<file path="src/rtl/hazard_unit_mc.sv">
// Hazard unit for the five-stage MIPS pipe: forwarding selects, stall/flush control and a
// mult/div busy tracker. Define HAZARD_STALL_CNT_EN to build the saturating stall-cycle counter.
module hazard_unit_mc #(
  parameter int unsigned REG_W      = 5,
  parameter int unsigned MD_LATENCY = 4,
  parameter int unsigned CNT_W      = 16
) (
  input  logic             clk,
  input  logic             reset,
  input  logic             branchID,
  input  logic             jumpRegID,
  input  logic [REG_W-1:0] rsID,
  input  logic [REG_W-1:0] rtID,
  input  logic [REG_W-1:0] rsEX,
  input  logic [REG_W-1:0] rtEX,
  input  logic [REG_W-1:0] writeRegEX,
  input  logic [REG_W-1:0] writeRegMEM,
  input  logic [REG_W-1:0] writeRegWB,
  input  logic             memToRegEX,
  input  logic             memToRegMEM,
  input  logic             regWriteEX,
  input  logic             regWriteMEM,
  input  logic             regWriteWB,
  input  logic             mdStartEX,
  input  logic             mdReadID,
  input  logic             memReqMEM,
  input  logic             memReadyMEM,
  output logic             stallFE,
  output logic             stallID,
  output logic             stallEX,
  output logic             stallMEM,
  output logic             flushEX,
  output logic             flushMEM,
  output logic             flushWB,
  output logic             forwardAID,
  output logic             forwardBID,
  output logic [1:0]       forwardAEX,
  output logic [1:0]       forwardBEX,
  output logic             mdBusy,
  output logic [CNT_W-1:0] stallCount
);

  localparam int unsigned MdCntW = (MD_LATENCY > 2) ? $clog2(MD_LATENCY) : 1;
  localparam logic [MdCntW-1:0] MdLoad = MdCntW'(MD_LATENCY - 1);

  typedef enum logic {StIdle, StBusy} md_state_e;

  md_state_e         md_state_q, md_state_d;
  logic [MdCntW-1:0] md_cnt_q, md_cnt_d;

  logic md_busy;
  logic mem_stall, md_struct, lw_stall, branch_stall, md_read_stall, front_stall;
  logic rs_id_nz, rt_id_nz, rs_ex_nz, rt_ex_nz, wr_ex_nz, wr_mem_nz, wr_wb_nz;
  logic rs_ex_hit, rt_ex_hit, rs_mem_ld_hit, rt_mem_ld_hit;

  assign md_busy = (md_state_q == StBusy);
  assign mdBusy  = md_busy;

  assign rs_id_nz  = (rsID != '0);
  assign rt_id_nz  = (rtID != '0);
  assign rs_ex_nz  = (rsEX != '0);
  assign rt_ex_nz  = (rtEX != '0);
  assign wr_ex_nz  = (writeRegEX != '0);
  assign wr_mem_nz = (writeRegMEM != '0);
  assign wr_wb_nz  = (writeRegWB != '0);

  // ID comparator operands only ever come from MEM; WB is already written back by then.
  assign forwardAID = regWriteMEM && rs_id_nz && (rsID == writeRegMEM);
  assign forwardBID = regWriteMEM && rt_id_nz && (rtID == writeRegMEM);

  always_comb begin
    forwardAEX = 2'b00;
    if (regWriteMEM && rs_ex_nz && (rsEX == writeRegMEM)) begin
      forwardAEX = 2'b10;
    end else if (regWriteWB && rs_ex_nz && wr_wb_nz && (rsEX == writeRegWB)) begin
      forwardAEX = 2'b01;
    end
  end

  always_comb begin
    forwardBEX = 2'b00;
    if (regWriteMEM && rt_ex_nz && (rtEX == writeRegMEM)) begin
      forwardBEX = 2'b10;
    end else if (regWriteWB && rt_ex_nz && wr_wb_nz && (rtEX == writeRegWB)) begin
      forwardBEX = 2'b01;
    end
  end

  assign mem_stall = memReqMEM && !memReadyMEM;
  assign md_struct = mdStartEX && md_busy;

  assign lw_stall = memToRegEX && wr_ex_nz && ((writeRegEX == rsID) || (writeRegEX == rtID));

  // Branch operands resolve in ID, so a producer still in EX, or a load in MEM, must wait.
  assign rs_ex_hit     = regWriteEX && rs_id_nz && (rsID == writeRegEX);
  assign rt_ex_hit     = regWriteEX && rt_id_nz && (rtID == writeRegEX);
  assign rs_mem_ld_hit = memToRegMEM && rs_id_nz && wr_mem_nz && (rsID == writeRegMEM);
  assign rt_mem_ld_hit = memToRegMEM && rt_id_nz && wr_mem_nz && (rtID == writeRegMEM);

  assign branch_stall = ((branchID || jumpRegID) && (rs_ex_hit || rs_mem_ld_hit)) ||
                        (branchID && (rt_ex_hit || rt_mem_ld_hit));

  assign md_read_stall = mdReadID && md_busy;
  assign front_stall   = lw_stall || branch_stall || md_read_stall;

  // Priority: memory wait freezes everything, then the mult/div structural hazard, then ID.
  always_comb begin
    stallFE  = 1'b0;
    stallID  = 1'b0;
    stallEX  = 1'b0;
    stallMEM = 1'b0;
    flushEX  = 1'b0;
    flushMEM = 1'b0;
    flushWB  = 1'b0;
    if (mem_stall) begin
      stallFE  = 1'b1;
      stallID  = 1'b1;
      stallEX  = 1'b1;
      stallMEM = 1'b1;
      flushWB  = 1'b1;
    end else if (md_struct) begin
      stallFE  = 1'b1;
      stallID  = 1'b1;
      stallEX  = 1'b1;
      flushMEM = 1'b1;
    end else if (front_stall) begin
      stallFE  = 1'b1;
      stallID  = 1'b1;
      flushEX  = 1'b1;
    end
  end

  // The unit keeps computing while the pipe waits on memory, so BUSY counts down regardless.
  always_comb begin
    md_state_d = md_state_q;
    md_cnt_d   = md_cnt_q;
    case (md_state_q)
      StIdle: begin
        if (mdStartEX && !stallEX) begin
          md_state_d = StBusy;
          md_cnt_d   = MdLoad;
        end
      end
      StBusy: begin
        md_cnt_d = md_cnt_q - MdCntW'(1);
        if (md_cnt_q == MdCntW'(1)) begin
          md_state_d = StIdle;
        end
      end
      default: begin
        md_state_d = StIdle;
        md_cnt_d   = '0;
      end
    endcase
  end

  always_ff @(posedge clk) begin
    if (reset) begin
      md_state_q <= StIdle;
      md_cnt_q   <= '0;
    end else begin
      md_state_q <= md_state_d;
      md_cnt_q   <= md_cnt_d;
    end
  end

`ifdef HAZARD_STALL_CNT_EN
  logic [CNT_W-1:0] stall_cnt_q, stall_cnt_d;

  always_comb begin
    stall_cnt_d = stall_cnt_q;
    if (stallFE && !(&stall_cnt_q)) begin
      stall_cnt_d = stall_cnt_q + CNT_W'(1);
    end
  end

  always_ff @(posedge clk) begin
    if (reset) begin
      stall_cnt_q <= '0;
    end else begin
      stall_cnt_q <= stall_cnt_d;
    end
  end

  assign stallCount = stall_cnt_q;
`else
  assign stallCount = '0;
`endif

endmodule

</file>
<file path="config.mk">
export PLATFORM = sky130hd
export DESIGN_NAME = hazard_unit_mc
export DESIGN_NICKNAME = d
export VERILOG_FILES = /design/src/rtl/hazard_unit_mc.sv
export SDC_FILE = /design/constraint.sdc
export NUM_CORES = 1
export LEC_CHECK = 0
export BUFFER_PORTS_ARGS = -buffer_cell sky130_fd_sc_hd__clkbuf_2
export CORE_MARGIN = 2
export CORE_UTILIZATION = 35
export CTS_BUF_LIST = sky130_fd_sc_hd__clkbuf_4
export CTS_CLUSTER_SIZE = 30
export DETAILED_ROUTE_END_ITERATION = 10
export PLACE_DENSITY = 0.8
export SYNTH_ARGS = -nofsm -noshare
export SYNTH_HDL_FRONTEND = slang
export SYNTH_SLANG_ARGS = --single-unit
export TNS_END_PERCENT = 10
</file>
<file path="constraint.sdc">
create_clock -name clk -period 1.58 [get_ports clk]
set_input_delay 0.079 -clock clk [delete_from_list [all_inputs] [get_ports clk]]
set_output_delay 0.079 -clock clk [all_outputs]
set_load 0.02 [all_outputs]
</file>
==> results of run 1 <==
==> sequential cells by signal, summed over array words and instances (netlist names) <==
register / flops
mdBusy: 1
md_cnt_q: 2
==> cell type report <==
cell class | instances | area, um2 | share of cell area (%)
multi-input combinational | 116 | 818 | 60.7
sequential | 3 | 60.1 | 4.45
inverter | 3 | 11.3 | 0.835
timing repair buffer | 72 | 390 | 28.9
tap | 31 | 38.8 | 2.88
clock buffer | 4 | 30.0 | 2.23
==> stage by stage <==
step	TNS (ns)	power, uW	hold WS (ns)
after floorplan	-0.212	354	0.151
after global placement	-0.0745	457	0.286
after detailed placement	-0.211	462	0.285
after CTS	-0.145	619	0.0442
after global routing	-0.411	678	0.0601
final	-0.168	624	0.0455
==> metal layers <==
layer | global-route usage, % | share of wire [%] | vias to the layer above
met5 | 0 | 0 | -
met4 | 6.31 | 2.0 | 0
met3 | 0.907 | 4.7 | 6
met2 | 28.6 | 50 | 47
met1 | 20.6 | 43 | 494
li1 | - | - | 560
==> logic make-up after synthesis <==
kind of cell | Yosys count | share of synthesized area, %
flip-flops | 3 | 6.12
XOR/XNOR | 40 | 35.7
buffers and inverters | 27 | 19.0
adder cells (fa/ha/maj) | 1 | 1.28
other | 1 | 0.382
multiplexers | 1 | 1.02
AO/OA/AOI/OAI | 13 | 9.82
AND/OR/NAND/NOR | 45 | 26.7
==> worst max path at each step <==
stage          cells after the start            from       to  slack (ns)
2_1_floorplan                      7  writeRegMEM[1]  stallID       -0.14
3_3_place_gp                       7         rsID[1]  stallFE       -0.04
3_5_place_dp                       7         rsID[1]  stallFE       -0.09
4_1_cts                            7         rtID[0]  stallFE       -0.07
5_1_grt                            7         rsID[1]  stallID       -0.16
6_report                           7         rsID[1]  stallID       -0.08
==> what timing repair did <==
item / in CTS / in global routing
hold buffers: 0 / 0
gates resized for setup: 2 / 6
pin swaps: 2 / 3
setup endpoints to repair: 3 / 3
==> power by group <==
group          switching (uW)  leakage, uW  internal [uW]
clock                    40.1    0.0000184            112
combinational             211     0.000605            168
sequential               8.74    0.0000251           84.4
==> cells in the final DEF, fill, tap and decap left out, drive strengths merged, types with 2 or more instances in the layout <==
cell	instances
o21ai	4
o221ai	2
xnor2	22
nor3	7
nor2	7
inv	3
nand4	2
clkbuf	62
dfxtp	3
conb	16
or4	7
nor4b	2
nand3	4
buf	14
nand2	5
xor2	18
nor4	7
a211oi	2
==> impl_metrics.toml, run 1 <==
[power]
p_leak_uw = 0.000649
power_density_nw_per_um2 = 463
ir_worst_vdd_uv = 638

[cells_and_area]
finalInstanceArea_um2 = 1350
finish.utilization_pct = 49.8
final_cell_count_no_fill = 229
area_growth_pct = 37.5
nets = 248
fillCellCount = 273
diodes = 0
drive_gt1_share_pct = 41.9

[timing]
setup_viol = 3
skew_ns = 0.00235
postLayoutSetupSlackWorst_ns = -0.0753
timing.fmax_mhz = 604
fin_crit_ns = 1.66
hold_viol_final = 0
drv_slew = 0
finalCritPeriodShare_pct = 105
rsz0062_at_grt = "true"

[floorplanning]
die_h_um = 56.9
num_io_pins = 78
dieArea_um2 = 3240
coreArea_um2 = 2710
num_rows = 19
dieWidth_um = 56.9
start_util_pct = 36.2

[placement]
gp_congestion = 0.846
dp.cells = 225
placed_area_um2 = 1290
port_buffers = 61
post-dp-hpwl_um = 2310
place_ws_ns = -0.0875

[detailed_routing]
vias = 1107
drc = 0
routed_wirelength_um = 2590
drt_pass1_iterations = 4
post_drt_via_cell_ratio = 4.83
drt_iter0_drc = 31
wl_per_cell_um = 11.3
ant_nets = 0

[clock_network]
cts_max_path_buffers = 2
h-tree-depth = 1
clock_sinks = 3
clk_pin_slew_ns = 0.04
cts_buffers = 3
post_cts_buffers = 0
cts-root-buf = "clkbuf_4"
cts_tree = "built"
clock_latency_ns = 0.23

[worst_setup_path]
reg2reg_depth = 4
cpPeakStageDelay_ns = 0.57
endpoint_kind = "output port"
crit_chain = "clkbuf_2, or4_4, o221ai_4, nor4b_2, a211oi_2, nand4b_1, buf_2"
crit_buf_inv = 2
r2r_slack_ns = 0.69
cp_slowest_cell = "or4_4"
startpoint_type = "primary input"
critPathMaxFanout = 3
critical-path-top-delay-family = "simple AND/OR/NAND/NOR gates"
regToRegStartpoint = "md_cnt_q[1]$_SDFFE_PP0P_"
crit_required_ns = 1.50
critPathKind = "primary input to output port"
reg2reg_to = "md_cnt_q[1]$_SDFFE_PP0P_"
worstPathArrival_ns = 1.58

[worst_hold_path]
hold_depth = 2
holdPathEnd = "mdBusy$_SDFF_PP0_"
hp-start = "reset"
hold_class = "primary input to flip-flop"

[grt]
grt_pass1_wl_um = 4310
grt_pass1_vias = 1055
antenna_found_initial = 0
grt_max_degree = 9
grt_use_total_pct = 16.2
grt-ovfl-total = 0

[logic_synthesis]
synth_edf_count = 0
yosysSeqAreaShare_pct = 6.12
synth_top_area_share_pct = 19.6
synth_area_um2 = 981
yosysMostFrequentCell = "xnor2_1"
syn_inst = 131
async_flop_share_pct = 0
synth_common_cells = "22 x xnor2_1, 18 x buf_4, 18 x xor2_1"
ys_warn_count = 0
ys_ff_latch = 3
synthTopCellsByArea = "xnor2_1 20%, xor2_1 16%, buf_4 14%, dfxtp_1 6.1%, nor4_1 4.5%"
yosysTopAreaCell = "xnor2_1"
syn_area_per_cell_um2 = 7.49
synthDistinctLibCells = 34
synthFlopType = "dfxtp_1"

[outcome]
status = "finished, violations left"
failed_checks = "setup timing"

[flow_run]
maxCapViolCount = 0
No activity file was read; power rests on OpenSTA's default activity.
==> run 2: changes to the inputs <==
==> constraint.sdc (replaced) <==
create_clock -name clk -period 2 [get_ports clk]
set_input_delay 0.1 -clock clk [delete_from_list [all_inputs] [get_ports clk]]
set_output_delay 0.1 -clock clk [all_outputs]
set_load 0.02 [all_outputs]
==> run 2 against run 1 <==
Net effect:
- design area down 8.3%
- the run now ends clean
- register-to-register slack gained 0.42 ns
- combinational power shrank 28%
- count of clock-buffer cells in the layout stayed put
- sequential power shrank 21%
- cell count down 4.8%
==> impl_metrics.toml, run 2 (synthesized netlist as in run 1, its figures left out) <==
[cells_and_area]
multi_input_area_um2 = 791
top_register = "md_cnt_q"
fillCellCount = 306
regArea_um2 = 60.1
mostFrequentLayoutCell = "clkbuf_2"
largest_reg_flops = 2
drive_gt1_share_pct = 36.9
area_growth_pct = 26.0
nets = 237
diodes = 0
final_cell_mix = "61 x clkbuf_2, 22 x xnor2_1, 18 x xor2_1"

[timing]
timing.fmax_mhz = 584
rsz0062_at_grt = "false"
setup_viol = 0
drv_slew = 0
hold_viol_final = 0
finalSetupTns_ns = 0
fin_crit_ns = 1.71
finalCritPeriodShare_pct = 85.6
skew_ns = 0.0000897

[grt]
grt_use_total_pct = 16.1
grt-ovfl-total = 0
grt_pass1_vias = 898
antenna_found_initial = 0
grt_max_degree = 9
grt_pass1_wl_um = 4150

[worst_setup_path]
reg2reg_depth = 4
startpoint_type = "primary input"
reg2reg_to = "md_cnt_q[1]$_SDFFE_PP0P_"
regToRegStartpoint = "md_cnt_q[1]$_SDFFE_PP0P_"
crit_required_ns = 1.90
critPathMaxFanout = 3
endpoint_kind = "output port"
worstPathArrival_ns = 1.61
critPathKind = "primary input to output port"
r2r_slack_ns = 1.11

[clock_network]
clk_pin_slew_ns = 0.03
clock_sinks = 3
cts.hold.buffers_added = 0
cts-resized-gates = 0
cts_max_path_buffers = 2
post_cts_buffers = 0
h-tree-depth = 1
cts_buffers = 3
cts-root-buf = "clkbuf_4"
cts_tree = "built"
clock_latency_ns = 0.24

[worst_hold_path]
hp-start = "reset"
holdPathEnd = "mdBusy$_SDFF_PP0_"
hold_depth = 2
hold_class = "primary input to flip-flop"

[detailed_routing]
drt_pass1_iterations = 4
vias = 1036
post_drt_via_cell_ratio = 4.75
drt_iter0_drc = 11
wl_per_cell_um = 11.4
drc = 0
ant_nets = 0
routed_wirelength_um = 2490

[floorplanning]
num_io_pins = 78
start_util_pct = 36.2
coreArea_um2 = 2710
dieArea_um2 = 3240
die_h_um = 56.9
dieWidth_um = 56.9
num_rows = 19

[power]
ir_worst_vdd_uv = 373
total_power_uw = 469
p_leak_uw = 0.000591
power_density_nw_per_um2 = 379

[placement]
port_buffers = 61
gp_congestion = 0.864
post-dp-hpwl_um = 2250

[outcome]
status = "completed"

[flow_run]
maxCapViolCount = 0
[run 2: changes by cell type in the layout (fill, tap and decap cells not counted), sizes merged]
cell / previous run / this run
buf: 14 / 0
clkbuf: 62 / 65
[run 2: critical path, stage by stage]
cell      delay (ns)
clkbuf_2        0.11
or4_4           0.55
o221ai_1        0.19
nor4b_1         0.10
a211oi_2        0.23
nand4b_1        0.14
clkbuf_2        0.19
[run 2: how the worst max path moves through the flow]
stage | cells past startpoint | from | slack, ns | to
4_1_cts | 7 | rsID[1] | 0.29 | stallID
6_report | 7 | rsID[1] | 0.29 | stallID
5_1_grt | 7 | rsID[1] | 0.22 | stallID
3_5_place_dp | 7 | rsID[1] | 0.29 | stallID
3_3_place_gp | 7 | rsID[1] | 0.31 | stallID
2_1_floorplan | 7 | writeRegMEM[1] | 0.20 | stallID
[run 2: per-layer routing]
layer / track usage [%] / vias up / routed length, um
met4: 5.65 / 0 / 22
met2: 25.8 / 35 / 1200
met5: 0 / - / 0
met3: 2.49 / 4 / 144
li1: - / 541 / -
met1: 22.0 / 456 / 1120
[run 2: power by group]
group / total, uW / internal, uW / switching (uW)
clock network: 121 / 88.3 / 32.2
registers: 74.0 / 66.8 / 7.28
logic: 274 / 114 / 160
[run 2: area by class of cell]
class                      instances  share of cell area (%)
clock buffer                       4                    2.43
inverter                           3                   0.911
multi-input combinational        116                    64.0
sequential                         3                    4.86
tap                               31                    3.14
timing repair buffer              61                    24.7
[run 2: per-stage QoR]
step	util (%)	hold slack (ns)	std cells	setup slack [ns]	cell area (um2)
after detailed placement	44.5	0.310	214	0.288	1210
after CTS	45.6	0.0626	218	0.290	1240
after floorplan	-	0.172	146	0.203	1040
after global placement	44.5	0.308	214	0.315	1210
after global routing	45.6	0.0676	218	0.219	1240
final	45.6	0.0667	218	0.287	1240
